**src/rtl/up_down_counter_pkg.sv**
```systemverilog
// Shared definitions for the up/down counter pair: default width and count direction.
package up_down_counter_pkg;

  localparam int COUNT_W = 4;

  typedef enum logic {
    DIR_UP   = 1'b0,
    DIR_DOWN = 1'b1
  } count_dir_t;

endpackage : up_down_counter_pkg

```
**src/rtl/up_down_counter_core.sv**
```systemverilog
// Free-running WIDTH-bit counter; direction fixed at elaboration, async active-low clear.
module counter_core
  import up_down_counter_pkg::*;
#(
  parameter int         WIDTH = COUNT_W,
  parameter count_dir_t DIR   = DIR_UP
) (
  input  logic             clock,
  input  logic             reset,
  output logic [WIDTH-1:0] count
);

  // Adding all-ones is a decrement modulo 2^WIDTH, so one adder serves both directions.
  localparam logic [WIDTH-1:0] STEP = (DIR == DIR_UP) ? WIDTH'(1) : {WIDTH{1'b1}};

  always_ff @(posedge clock or negedge reset) begin
    if (!reset) begin
      count <= '0;
    end else begin
      count <= count + STEP;
    end
  end

endmodule : counter_core

```
**src/rtl/up_down_counter.sv**
```systemverilog
// Up/down counter pair sharing clock and reset; counter_1 counts up, counter_2 counts down.
module up_down_counter
  import up_down_counter_pkg::*;
#(
  parameter int WIDTH = COUNT_W
) (
  input  logic             clock,
  input  logic             reset,
  output logic [WIDTH-1:0] counter_1,
  output logic [WIDTH-1:0] counter_2
);

  counter_core #(
    .WIDTH (WIDTH),
    .DIR   (DIR_UP)
  ) u_count_up (
    .clock (clock),
    .reset (reset),
    .count (counter_1)
  );

  counter_core #(
    .WIDTH (WIDTH),
    .DIR   (DIR_DOWN)
  ) u_count_down (
    .clock (clock),
    .reset (reset),
    .count (counter_2)
  );

endmodule : up_down_counter

```
**config.mk**
```make
export PLATFORM = sky130hd
export DESIGN_NAME = up_down_counter
export DESIGN_NICKNAME = d
export VERILOG_FILES = /design/src/rtl/up_down_counter_pkg.sv /design/src/rtl/up_down_counter_core.sv /design/src/rtl/up_down_counter.sv
export SDC_FILE = /design/constraint.sdc
export NUM_CORES = 1
export LEC_CHECK = 0
export BUFFER_PORTS_ARGS = -buffer_cell sky130_fd_sc_hd__clkbuf_2
export CAP_MARGIN = 10
export CORE_AREA = 2 2 39 41
export DETAILED_ROUTE_END_ITERATION = 7
export DIE_AREA = 0 0 41 43
export SLEW_MARGIN = 20
export SYNTH_ARGS = -nofsm -noshare
export SYNTH_HDL_FRONTEND = slang
export SYNTH_SLANG_ARGS = --single-unit
```
**constraint.sdc**
```tcl
create_clock -name clock -period 1.2 [get_ports clock]
set_clock_uncertainty 0.1 [all_clocks]
set_input_delay 0.3 -clock clock [delete_from_list [all_inputs] [get_ports clock]]
set_output_delay 0.3 -clock clock [all_outputs]
set_load 0.05 [all_outputs]
```
==> results of run 1 <==
[power by group through the flow]
stage               clock (mW)  combinational (mW)  sequential [mW]
floorplan                    0        0.0000000652            0.275
global placement             0             0.00661            0.275
detailed placement           0             0.00671            0.275
CTS                      0.221             0.00921            0.270
global route             0.229              0.0110            0.270
finish                   0.210             0.00965            0.270
[how the worst max path moves through the flow]
stage          slack, ps  cells past startpoint               endpoint                  start
2_1_floorplan         20                      3  u_count_down.count[2]  u_count_down.count[0]
3_3_place_gp         140                      1           counter_2[2]  u_count_down.count[2]
3_5_place_dp         130                      1           counter_2[2]  u_count_down.count[2]
4_1_cts              -70                      1           counter_2[0]  u_count_down.count[0]
5_1_grt              -80                      1           counter_2[0]  u_count_down.count[0]
6_report             -50                      1           counter_2[0]  u_count_down.count[0]
[cells by family (layout without fill, tap and decap cells)]
| logic type | after synthesis | in the layout | share of synthesized area |
|---|---|---|---|
| XOR/XNOR | 4 | 4 | 0.121 |
| adder cells (fa/ha/maj) | 2 | 2 | 0.0862 |
| flip-flops | 8 | 8 | 0.690 |
| buffers and inverters | 4 | 26 | 0.0517 |
| AND/OR/NAND/NOR | 2 | 2 | 0.0517 |
[layout by cell type, fill, tap and decap left out]
cell type | netlist | layout
buf_4 | 0 | 9
inv_1 | 4 | 4
clkbuf_16 | 0 | 4
buf_8 | 0 | 4
dfrtp_2 | 0 | 4
dfrtp_1 | 8 | 4
xor2_1 | 3 | 3
clkbuf_4 | 0 | 3
ha_1 | 2 | 2
nor3_2 | 1 | 1
nand3_1 | 1 | 1
xnor2_1 | 1 | 1
dlygate4sd3_1 | 0 | 1
clkbuf_2 | 0 | 1
[per-layer routing]
layer | vias to the layer above | track usage | share of wire
li1 | 105 | - | -
met1 | 113 | 0.117 | 0.35
met2 | 2 | 0.166 | 0.61
met3 | 2 | 0.0471 | 0.014
met4 | 0 | 0.140 | 0.020
met5 | - | 0 | 0
[registers in the layout, summed over array words and instances (netlist names)]
register            count
u_count_down.count      4
u_count_up.count        4
[what timing repair did]
| action | in CTS | in global routing |
|---|---|---|
| buffers inserted | 7 | 2 |
| endpoints found under the setup margin | 8 | 8 |
| hold endpoints to repair | 8 | 0 |
| gates resized for setup | 20 | 4 |
| hold buffers | 1 | 0 |
[layout make-up]
cell class	instances	area, um2	share of cell area
clock buffers	3	22.5	0.0388
multi-input cells	8	75.1	0.129
repair buffers	19	243	0.418
well taps	16	20.0	0.0345
flip-flops and latches	8	205	0.353
inverters	4	15.0	0.0259
==> summary.md, run 1 <==
* **final standard cell utilization of the core** 0.420
* **Hold Worst Slack** 382 ps
* **count of unique library cells instantiated by Yosys** 7
* **clock power share** 0.429
* **largest net degree at the start of global routing** 9
* **dpl ws** 133 ps
* **final routed wire length divided by cell count** 12.3 um
* **placed wire-length estimate** 351 um
* **Final ANT Viol Nets** 0
* **Net count, final** 48
* **TritonCTS sink count** 8
* **share of cells above drive strength 1** 0.619
* **leakage component of the power** 0.296 nW
* **Placeable Area** 1380 um2
* **count of flip-flops with a built-in enable after synthesis** 0
* **crit path cell chain** clkbuf_16
* **global-route wire length before repair** 1210 um
* **longest individual stage delay on the worst path** 420 ps
* **final worst setup slack** -49.6 ps
* **Pre-Repair DR Iteration Count** 1
* **initial antenna violation count** 0
* **via count of the routed design** 222
* **dominant cell by count in the synthesized netlist** dfrtp_1
* **overflow left after global routing** 0
* **internal power contribution** 0.388 mW
* **switching pwr** 0.101 mW
* **capturing element type of the critical path** output pin
* **buffer type at the clock tree root** clkbuf_4
* **antenna diode instance count** 0
* **power density over the cells** 843 nW/um2
* **max-cap violation count** 0
* **Placed Instances** 45
* **final design instance area without fill** 581 um2
* **Final Power** 0.489 mW
* **number of buffers on the longest clock path** 2
* **All-Layer GR Usage** 0.120
* **clock tree from TritonCTS** done
* **number of hold-slack violations in the final timing report** 0
* **area share of the leading cell type in the synthesized netlist** 0.690
* **Core Rows** 14
* **Tmin final** 1250 ps
* **max-slew headroom at the worst pin** 0.857
* **H-tree levels** 1
* **RSZ-0062 raised after global routing** yes
* **WP data required** 800 ps
* **transition at the pin with the smallest max-transition slack** 214 ps
* **total of flip-flops plus latches after synthesis** 8
* **Detailed Route Iter0 Violations** 0
* **failing checks** setup timing
* **number of pins exceeding their max-slew limit in the final report** 0
* **post-route insts no fill** 58
* **reg2reg path depth** 3
* **proportion of synthesized flip-flops having asynchronous set or reset** 1.00
* **fmax** 800 MHz
* **Top Family by Delay on Critical Path** flip-flops
* **sequential area share after synthesis** 0.690
* **Mapped Area** 290 um2
* **maximum fanout count along the critical path** 2
* **critical path start-end classification** flop to output pin
* **per-instance average area after synthesis** 14.5 um2
* **buffers and inverters on the worst path** 1
* **number of I/O pins** 10
* **proportion of total power due to net switching** 0.207
* **clock edge transition at the registers on the reported setup and hold paths** 60 ps
* **type of origin of the critical path** flop
* **number of global-route vias before repair** 263
* **combinational group share of total power** 0.020
* **Die ar.** 1760 um2
* **CP arrival** 850 ps
* **outcome** finished, violations left
* **maximum resistive drop on vdd** 281 uV
* **Sum Neg Setup Slack** -211 ps
* **TritonCTS buffer count** 3
* **standard cell with the maximum stage delay on the critical path** dfrtp_2
* **Area Overhead vs Synth** 100%
* **largest area contributor in the synthesized netlist** dfrtp_1
* **buffers added on ports** 9
* **cells taking the most area after synthesis** dfrtp_1 (69%), xor2_1 (9.1%), ha_1 (8.6%), inv_1 (5.2%), nor3_2 (3.4%)
* **number of DRC violations after detailed routing** 0
* **worst reg2reg startpoint** u_count_up.count[0]
* **Post-synth top cells** dfrtp_1 (8), inv_1 (4), xor2_1 (3)
* **relative contribution of sequential cells to total power** 0.551
* **warning count from the yosys run** 0
* **Detailed Route WL** 714 um
* **final clock period utilization by the worst path** 1.04
* **dpl cell area** 360 um2
* **Filler cells** 133
* **post-detailed-route via-to-cell ratio** 3.83
* **top flip-flop cell by instance count after synthesis** dfrtp_1
* **synthesized net count** 24
* **weighted congestion at the end of routability-driven global placement** 0.571
* **final-report setup violation count** 8
* **clk_lat worst skew** 250 ps
* **instance count of the mapped netlist** 20
* **Chip Height** 43 um
* **Reg-to-Reg End** u_count_up.count[2]
* **R2R Setup Slk** 70 ps
* **Die W** 41 um
* **worst min path class** input port to async pin
* **Starting Density** 0.210
(Power assumes the default switching activity.)
==> inputs of run 2 (changes only) <==
--- a/config.mk
+++ b/config.mk
@@ -10,6 +10,7 @@
 export CORE_AREA = 2 2 39 41
 export DETAILED_ROUTE_END_ITERATION = 7
 export DIE_AREA = 0 0 41 43
+export SETUP_SLACK_MARGIN = 0.4
 export SLEW_MARGIN = 20
 export SYNTH_ARGS = -nofsm -noshare
 export SYNTH_HDL_FRONTEND = slang
==> constraint.sdc (replaced) <==
create_clock -name clock -period 1.6 [get_ports clock]
set_clock_uncertainty 0.1 [all_clocks]
set_input_delay 0.4 -clock clock [delete_from_list [all_inputs] [get_ports clock]]
set_output_delay 0.4 -clock clock [all_outputs]
set_load 0.05 [all_outputs]
==> run 2 against run 1 <==
The flow now finishes without violations; core utilization up 1.1 points; power decreased by 25%; critical path depth stayed put; critical path type unchanged; critical endpoint unchanged.
==> summary.md, run 2 (synthesized netlist as in run 1, its figures left out) <==
* **antenna diode instance count** 0, unchanged
* **Reg-to-Reg End** u_count_down.count[2]
* **outcome** finished, final reports clean
* **Pre-Repair DR Iteration Count** 1, unchanged
* **fmax** 745 MHz
* **switching pwr** 0.0761 mW, -25%
* **TritonCTS buffer count** 3, unchanged
* **largest registers** u_count_down.count: 4 flops, u_count_up.count: 4 flops
* **Filler cells** 132, -0.75%
* **relative contribution of sequential cells to total power** 0.551, about the same
* **final standard cell utilization of the core** 0.430, +0.0108
* **number of global-route vias before repair** 263, unchanged
* **post-detailed-route via-to-cell ratio** 3.82, -0.29%
* **combinational group share of total power** 0.020, about the same
* **R2R Setup Slk** 380 ps, +310 ps
* **max-slew headroom at the worst pin** 0.857, unchanged
* **number of buffers on the longest clock path** 2, unchanged
* **final routed wire length divided by cell count** 12.3 um, -0.49%
* **clock edge transition at the registers on the reported setup and hold paths** 60 ps, about the same
* **max-cap violation count** 0, unchanged
* **final design instance area without fill** 596 um2, +2.6%
* **CP arrival** 840 ps, about the same
* **via count of the routed design** 229, +3.2%
* **longest individual stage delay on the worst path** 410 ps, about the same
* **final clock period utilization by the worst path** 0.839
* **Net count, final** 50, +4.2%
* **hold path startpoint** u_count_up.count[0]
* **capturing element type of the critical path** output pin
* **Chip Height** 43 um, unchanged
* **reg2reg path depth** 5, +2
* **Detailed Route WL** 735 um, +2.9%
* **depth of the worst hold-timing path** 2
* **final worst setup slack** 258 ps, +308 ps
* **H-tree levels** 1, unchanged
* **maximum resistive drop on vdd** 211 uV, -25%
* **Placeable Area** 1380 um2, unchanged
* **Final ANT Viol Nets** 0, unchanged
* **Die ar.** 1760 um2, unchanged
* **number of DRC violations after detailed routing** 0, unchanged
* **register area** 205 um2, unchanged
* **placed wire-length estimate** 351 um, unchanged
* **All-Layer GR Usage** 0.120, unchanged
* **dpl cell area** 360 um2, unchanged
* **post-route insts no fill** 60, +3.4%
* **maximum fanout count along the critical path** 2, unchanged
* **clock power share** 0.429, about the same
* **Final Power** 0.367 mW, -25%
* **initial antenna violation count** 0, unchanged
* **dpl ws** 433 ps, +300 ps
* **critical path start-end classification** flop to output pin
* **proportion of total power due to net switching** 0.207, about the same
* **area of the multi-input gates** 75.1 um2, unchanged
* **leakage component of the power** 0.304 nW, +2.8%
* **Top Family by Delay on Critical Path** flip-flops
* **buffers added on ports** 9, unchanged
* **standard cell with the maximum stage delay on the critical path** dfrtp_2
* **Tmin final** 1340 ps
* **global-route wire length before repair** 1210 um, unchanged
* **Die W** 41 um, unchanged
* **Core Rows** 14, unchanged
* **Starting Density** 0.210, unchanged
* **worst min path class** flop to flop
* **transition at the pin with the smallest max-transition slack** 214 ps, +0.000238 ps
* **share of cells above drive strength 1** 0.636, +0.0173
* **leading cell type in the layout, fill and taps excluded** buf_4
* **Sum Neg Setup Slack** 0 ps, +211 ps
* **weighted congestion at the end of routability-driven global placement** 0.571, unchanged
* **clock tree from TritonCTS** done
* **WP data required** 1100 ps, +300 ps
* **final-report setup violation count** 0, -8
* **overflow left after global routing** 0, unchanged
* **power density over the cells** 616 nW/um2, -27%
* **TritonCTS sink count** 8, unchanged
* **largest net degree at the start of global routing** 9, unchanged
* **Placed Instances** 45, unchanged
* **worst reg2reg startpoint** u_count_down.count[0]
* **RSZ-0062 raised after global routing** yes
* **Hold Worst Slack** 464 ps, +82.1 ps
* **clk_lat worst skew** 250 ps, about the same
* **number of pins exceeding their max-slew limit in the final report** 0, unchanged
* **buffers and inverters on the worst path** 1, unchanged
* **Detailed Route Iter0 Violations** 0, unchanged
* **endpoint with the worst hold slack** u_count_up.count[0]
* **Area Overhead vs Synth** 105%
* **number of hold-slack violations in the final timing report** 0, unchanged
* **type of origin of the critical path** flop
* **number of I/O pins** 10, unchanged
* **buffer type at the clock tree root** clkbuf_4
* **crit path cell chain** clkbuf_16
* **internal power contribution** 0.291 mW, -25%
[run 2: cell count changes in the layout (fill, tap and decap cells not counted)]
cell,before,now
buf_4,9,11
[run 2: final cells by class]
cell class	instances	share of cell area
multi-input combinational	8	0.126
sequential	8	0.345
tap	16	0.0336
timing repair buffer	21	0.433
inverter	4	0.0252
clock buffer	3	0.0378
[run 2: how the worst max path moves through the flow]
stage	from	end	slack, ps	depth (start not counted)
detailed placement	u_count_down.count[2]	counter_2[2]	430	1
floorplan	u_count_down.count[0]	u_count_down.count[2]	420	3
global placement	u_count_down.count[2]	counter_2[2]	440	1
global route	u_count_up.count[1]	counter_1[1]	230	1
CTS	u_count_down.count[0]	counter_2[0]	230	1
finish	u_count_down.count[0]	counter_2[0]	260	1
[run 2: timing repair]
item                                    in CTS  in global routing
endpoints found under the setup margin       8                  8
resized for setup                           20                  4
endpoints found under the hold margin        8                  0
hold buffers                                 1                  0
buffers inserted                             7                  4
pin swaps                                    0                  0
[run 2: metal layers]
metal | track usage | part of all wire
met2 | 0.166 | 0.59
met1 | 0.117 | 0.37
met5 | 0 | 0
met4 | 0.140 | 0.019
met3 | 0.0471 | 0.014
[run 2: power groups by stage]
stage          clock network (mW)     logic, mW  registers, mW
3_3_place_gp                    0       0.00496          0.206
6_report                    0.157       0.00723          0.202
2_1_floorplan                   0  0.0000000652          0.206
5_1_grt                     0.172       0.00824          0.202
4_1_cts                     0.166       0.00690          0.202
3_5_place_dp                    0       0.00503          0.206
